==> src/rtl/pwm_gen_multi.sv <==
// Purpose : multi-channel PWM; shared period counter, per-channel compare/polarity, shadowed config committed at period boundaries.
// Latency : pwm_out is registered and lags cnt by one cycle; update_ack pulses the cycle after the commit edge.
// Backpressure: none; update_req is remembered as pending until the next boundary (or immediately while en=0).
// Ports   : clk, rst_n (async, active-low); en (global run); mode/period/duty/ch_enable (shadow inputs);
//           polarity (live); update_req/update_ack (commit handshake); cnt, dir, period_end (counter status);
//           pwm_out (registered outputs). With `define PWM_IRQ_EN: irq_clr in, irq out (sticky boundary flag).
module pwm_gen_multi #(
    parameter int CHANNELS = 4,
    parameter int WIDTH    = 16
) (
    input  logic                      clk,
    input  logic                      rst_n,
    input  logic                      en,
    input  logic                      mode,
    input  logic [WIDTH-1:0]          period,
    input  logic [CHANNELS*WIDTH-1:0] duty,
    input  logic [CHANNELS-1:0]       ch_enable,
    input  logic [CHANNELS-1:0]       polarity,
    input  logic                      update_req,
`ifdef PWM_IRQ_EN
    input  logic                      irq_clr,
    output logic                      irq,
`endif
    output logic                      update_ack,
    output logic [WIDTH-1:0]          cnt,
    output logic                      dir,
    output logic                      period_end,
    output logic [CHANNELS-1:0]       pwm_out
);

    localparam logic             MODE_CENTER = 1'b1;
    localparam logic [WIDTH-1:0] ONE         = {{(WIDTH-1){1'b0}}, 1'b1};

    // Active (committed) configuration.
    logic                mode_a;
    logic [WIDTH-1:0]    period_a;
    logic [WIDTH-1:0]    duty_a [CHANNELS];
    logic [CHANNELS-1:0] chen_a;

    logic                pending;
    logic                run_q;      // low only until the first edge after reset, keeps period_end quiet in reset
    logic                boundary;
    logic                commit;
    logic [WIDTH-1:0]    cnt_inc;
    logic [WIDTH-1:0]    cnt_nxt;
    logic                dir_nxt;
    logic [CHANNELS-1:0] raw;

    assign cnt_inc = cnt + ONE;

    always_comb begin
        boundary = 1'b0;
        if (period_a == '0)
            boundary = 1'b1;
        else if (mode_a == MODE_CENTER)
            boundary = (cnt == '0) && dir;
        else
            boundary = (cnt == period_a);
    end

    assign period_end = en && boundary && run_q;
    assign commit     = pending && (!en || boundary);

    // Free-running counter step. In center mode the state (cnt==0, dir==1) is the
    // bottom turnaround, so it is treated as the start of the up slope.
    always_comb begin
        cnt_nxt = '0;
        dir_nxt = 1'b0;
        if (period_a == '0) begin
            cnt_nxt = '0;
            dir_nxt = 1'b0;
        end else if (mode_a == MODE_CENTER) begin
            if (!dir || (cnt == '0)) begin
                cnt_nxt = cnt_inc;
                dir_nxt = (cnt_inc == period_a);
            end else begin
                cnt_nxt = cnt - ONE;
                dir_nxt = 1'b1;
            end
        end else begin
            cnt_nxt = boundary ? '0 : cnt_inc;
            dir_nxt = 1'b0;
        end
    end

    // On the down slope the compare also includes cnt==duty so the center-aligned
    // high time is exactly 2*duty cycles around the bottom of the triangle.
    // dir is always 0 in edge mode, so that term never fires there.
    always_comb begin
        raw = '0;
        for (int i = 0; i < CHANNELS; i++) begin
            raw[i] = en && chen_a[i] &&
                     ((cnt < duty_a[i]) ||
                      (dir && (cnt == duty_a[i]) && (duty_a[i] != '0)));
        end
    end

    always_ff @(posedge clk or negedge rst_n) begin
        if (!rst_n) begin
            mode_a     <= 1'b0;
            period_a   <= '0;
            chen_a     <= '0;
            for (int i = 0; i < CHANNELS; i++) duty_a[i] <= '0;
            pending    <= 1'b0;
            run_q      <= 1'b0;
            update_ack <= 1'b0;
            cnt        <= '0;
            dir        <= 1'b0;
            pwm_out    <= '0;
        end else begin
            run_q      <= 1'b1;
            // A request landing on the commit cycle is absorbed by that commit.
            pending    <= commit ? 1'b0 : (pending | update_req);
            update_ack <= commit;
            pwm_out    <= raw ^ polarity;
            if (commit) begin
                mode_a   <= mode;
                period_a <= period;
                chen_a   <= ch_enable;
                for (int i = 0; i < CHANNELS; i++) duty_a[i] <= duty[i*WIDTH +: WIDTH];
                cnt      <= '0;
                dir      <= 1'b0;
            end else if (!en) begin
                cnt      <= '0;
                dir      <= 1'b0;
            end else begin
                cnt      <= cnt_nxt;
                dir      <= dir_nxt;
            end
        end
    end

`ifdef PWM_IRQ_EN
    // Set wins over clear so a boundary is never lost to a late clear.
    always_ff @(posedge clk or negedge rst_n) begin
        if (!rst_n)
            irq <= 1'b0;
        else if (en && boundary)
            irq <= 1'b1;
        else if (irq_clr)
            irq <= 1'b0;
    end
`endif

endmodule

==> config.mk <==
export PLATFORM = sky130hd
export DESIGN_NAME = pwm_gen_multi
export DESIGN_NICKNAME = d
export VERILOG_FILES = /design/src/rtl/pwm_gen_multi.sv
export SDC_FILE = /design/constraint.sdc
export NUM_CORES = 1
export LEC_CHECK = 0
export CORE_MARGIN = 2
export CORE_UTILIZATION = 49
export CTS_BUF_LIST = sky130_fd_sc_hd__clkbuf_16
export DETAILED_ROUTE_END_ITERATION = 7
export PLACE_DENSITY = 0.85
export SLEW_MARGIN = 20
export SYNTH_ARGS = -nofsm -noshare
export SYNTH_HDL_FRONTEND = slang
export SYNTH_SLANG_ARGS = --single-unit
==> constraint.sdc <==
create_clock -name clk -period 2.8 [get_ports clk]
set_input_delay 0.84 -clock clk [delete_from_list [all_inputs] [get_ports clk]]
set_output_delay 0.84 -clock clk [all_outputs]
set_load 0.01 [all_outputs]
# [Word-level counts from Yosys, hierarchy flattened]
# Index checks and enable logic that the tools add are counted.
[totals] regBits=109 in_bits=93 out_inout_bits=23 word_cells=75
[classes] n_reduce_logical=34 eq_ne=6 addsub=2 muxes=14 bitwise=2 magnitude_cmp=4
[ops] op="16-bit equality test" count=6
[ops] op="16-bit two-way mux" count=6
[ops] op="16-bit < comparator" count=4
[ops] op="16-bit nonzero test" count=4
[ops] op="16-bit logical NOT" count=2
[ops] op="1-bit logical AND" count=20
[ops] op="16-bit by 1-bit adder with 16-bit output (second input constant)" count=1
[ops] op="16-bit by 1-bit subtractor with 16-bit output (second input constant)" count=1
[ops] op="1-bit two-way mux" count=8
[ops] op="1-bit logical OR" count=6
[ops] op="4-bit XOR" count=1
[ops] op="1-bit logical NOT" count=2
[ops] op="1-bit bitwise OR" count=1

# [Depth between registers and ports, before layout]
[logic_depth] depth_word=9 depth_mapped=11 mapped_depth_nobuf=9

# [Worst setup path before layout]
# No wires, ideal clock.
[synth_path] path_kind="reg-to-output" from="reg cnt[0]" to="out period_end" n_path_buf=1 arrival_time_ns=2.202 path_stages_with_launch=9 path_slack_ns=-0.242 required_time_ns=1.960 path_cell_list="dfrtp_1 > clkbuf_1 > inv_1 > ha_1 > nor3b_1 > nand4_1 > or4_4 > o21ai_2 > and3_1"
[synth_between] elab_chain_len=6 elab_cells_between_ends=7 classes_between="eq/ne (1); mux (2); reduce/logical (4)"
[synth_rtl] item="start: declaration" line_no="25" rtl="output logic [WIDTH-1:0] cnt,"
[synth_rtl] item="start signal: assignment" line_no="127" rtl="cnt <= cnt_nxt;"
[synth_rtl] item="16-bit logical NOT" line_no="56" rtl="boundary = (cnt == '0) && dir;"
[synth_rtl] item="1-bit logical AND" line_no="56"
[synth_rtl] item="1-bit two-way mux *" line_no="55" rtl="else if (mode_a == MODE_CENTER)"
[synth_rtl] item="1-bit two-way mux *" line_no="53" rtl="if (period_a == '0)"
[synth_rtl] item="1-bit logical AND * (2 in a row)" line_no="61" rtl="assign period_end = en && boundary && run_q;"
[synth_rtl] item="end: declaration" line_no="27" rtl="output logic period_end,"
# Every way passes the cells marked *; elsewhere a longest branch is shown, timed or not.

# [Final worst setup path]
# Ends and elaborated chain as after synthesis.

==> impl_metrics.tcl <==
set metrics [dict create \
    track_usage 0.252 \
    gp_congestion 0.920 \
    crit_path_top_delay_cell "or4_4" \
    finalNetCount 1016 \
    crit_type "reg -> out" \
    failed_checks "negative setup slack" \
    regArea_um2 2730 \
    antenna_found_initial 1 \
    min_path_type "in -> async" \
    wl_per_cell_um 18.2 \
    drv_slew 0 \
    setup_ws_ps -326 \
    clk_pin_slew_ps 80 \
    cts-buffers-inserted 9 \
    finalNonFillerCells 1047 \
    vias 5925 \
    start_kind "register" \
    cts_tree "built" \
    post-route-min-period_ps 3130 \
    portBuffers 115 \
    ys_seq_area_frac 0.384 \
    synth_cell_type_count 62 \
    relSlewSlack 0.658 \
    synthArstFlopShare 1.00 \
    grt-ovfl-total 0 \
    synth_ff_type "dfrtp_1" \
    coreArea_um2 14400 \
    chipHeight_um 124 \
    drt_iter0_drc 432 \
    via_per_inst 5.66 \
    setup_viol 1 \
    grt_max_degree 37 \
    root_buffer "clkbuf_16" \
    crit_required_ps 1960 \
    dp_cells 1026 \
    crit_path_end_kind "output port" \
    drive_gt1_frac 0.241 \
    final_common_cell "clkdlybuf4s50_1" \
    finalSetupTns_ps -326 \
    fmax_ghz 0.320 \
    power_leakage_nw 4.55 \
    cts_sinks 109 \
    syn-num-nets 833 \
    dr.pass1.iters 6 \
    grt_pass1_wl_um 30700 \
    critPathMaxStageDelay_ps 470 \
    syn_inst 674 \
    post-place-ws_ps -421 \
    synth_edf_count 0 \
    clock_skew_ps 11.6 \
    clock_latency_ps 360 \
    row_count 44 \
    peakVddDrop_mv 0.431 \
    worst_pin_slew_ps 513 \
    area_growth_pct 32.4 \
    fillCellCount 1111 \
    yosys_warnings 0 \
    status "finished with violations" \
    routed_wl_um 19000 \
    arrival_ps 2290 \
    grt_setup_unrepaired "yes" \
    hold_buffers 0 \
    period_share 1.12 \
    synth.avg_cell_area_um2 10.5 \
    utilization 0.655 \
    cts_buffer_depth 2 \
    cellPowerDensity_nw_per_um2 577 \
    dieArea_um2 15500 \
    drc 0 \
    path_buf_inv 2 \
    drv_cap 0 \
    cp_top_family "simple AND/OR/NAND/NOR gates" \
    worstPathMaxFanout 2 \
    path_cells "inv_2 > ha_4 > nor3b_4 > nand4_1 > or4_4 > o21ai_4 > and3_4 > buf_6" \
    pin_count 116 \
    start_util 0.495 \
    h-tree-depth 3 \
    die_w_um 124 \
    hold_viol 0 \
    multi_input_area_um2 4000 \
    ant_nets 0 \
    syn-cell-area_um2 7110 \
    final_cell_mix "clkdlybuf4s50_1, dfrtp_1, buf_4" \
    grt_pass1_vias 5834 \
    synth-seq-cells 109 \
    place_hpwl_um 14200 \
]
==> routing by layer <==
| metal | part of all wire | global-route usage | vias to the layer above | wire length (um) |
|---|---|---|---|---|
| met5 | 0 | 0 | - | 0 |
| li1 | - | - | 2771 | - |
| met2 | 0.46 | 0.396 | 241 | 8720 |
| met1 | 0.44 | 0.347 | 2864 | 8420 |
| met4 | 0.031 | 0.0925 | 0 | 586 |
| met3 | 0.068 | 0.0477 | 49 | 1290 |
==> logic make-up (layout without fill, tap and decap cells) <==
kind of cell,after synthesis,count (layout),synth area share
muxes,87,87,0.158
other,1,2,0.000528
xor gates and xnor gates,41,41,0.0516
and+or+nand+nor,179,179,0.142
adders and majority gates,66,66,0.116
DFF,109,109,0.384
buffers and inverters,96,284,0.0604
AOI/OAI and AO/OA,95,95,0.0877
==> path summary, 6_finish.rpt <==
kind                                 start            to  depth (start not counted)  slack (ps)
max in group asynchronous            rst_n  period_a[14]                          2        1770
worst min register to register  duty_a[58]    duty_a[58]                          1         530
min in group clk                duty_a[58]    duty_a[58]                          1         530
worst max register to register      cnt[8]       cnt[10]                         10         170
worst max-delay path                cnt[0]    period_end                          8        -330
worst min-delay path                 rst_n    duty_a[10]                          1         450
==> registers in the layout (all words and copies together) (netlist names) <==
| name | count |
|---|---|
| chen_a | 4 |
| pwm_out | 4 |
| cnt | 16 |
| pending | 1 |
| run_q | 1 |
| duty_a | 64 |
| update_ack | 1 |
| period_a | 16 |
| dir | 1 |
| mode_a | 1 |
==> worst reg2reg max path, cell delays in order, from the launching register on <==
cell	delay (ps)
dfrtp_1	410
buf_4	150
xnor2_1	250
nand4b_1	210
nor4_2	250
a21boi_1	180
buf_4	180
or2_2	280
nand2_1	320
buf_4	230
nor2_1	80
==> report_power, final <==
| group | leakage, nW | switching [W] | internal (W) |
|---|---|---|---|
| Combinational | 3.09 | 0.000747 | 0.00104 |
| Sequential | 1.31 | 0.000299 | 0.00192 |
| Clock | 0.159 | 0.000621 | 0.000799 |
| Total | 4.55 | 0.00167 | 0.00376 |
==> layout make-up <==
| class | count | share of cell area |
|---|---|---|
| diodes | 1 | 0.000266 |
| clock buffers | 9 | 0.0239 |
| clock inverters | 7 | 0.0112 |
| inverters | 69 | 0.0275 |
| multi-input cells | 469 | 0.425 |
| flip-flops and latches | 109 | 0.290 |
| well taps | 184 | 0.0245 |
| repair buffers | 199 | 0.197 |
==> synth_stat cells (6+ instances only) <==
master / instances / share of area
a21o_1: 16 / 0.017
a21oi_1: 25 / 0.018
buf_2: 16 / 0.011
buf_6: 6 / 0.0095
dfrtp_1: 109 / 0.38
ha_1: 66 / 0.12
inv_1: 69 / 0.036
mux2_2: 46 / 0.073
mux2_4: 39 / 0.082
nand2_1: 29 / 0.015
nand2b_1: 6 / 0.0053
nand3_1: 12 / 0.0085
nand4_1: 23 / 0.020
nor2_1: 30 / 0.016
nor2b_1: 11 / 0.0097
nor3_1: 14 / 0.0099
nor4_1: 25 / 0.022
o21ai_0: 18 / 0.013
xnor2_1: 25 / 0.031
xor2_1: 15 / 0.018
==> metrics by stage <==
| step | total power, W | hold slack [ps] | area, um2 |
|---|---|---|---|
| 2_1_floorplan | 0.00325 | 482 | 7130 |
| 3_3_place_gp | 0.00392 | 509 | 9020 |
| 3_5_place_dp | 0.00399 | 520 | 9020 |
| 4_1_cts | 0.00545 | 461 | 9390 |
| 5_1_grt | 0.00575 | 480 | 9400 |
| 6_report | 0.00543 | 454 | 9410 |
==> what timing repair did <==
action,in CTS,in global routing
gates resized for setup,9,1
setup endpoints to repair,1,7
setup buffers,3,1
pin swaps,5,5
Note: power is estimated with default switching activity, not from simulation.
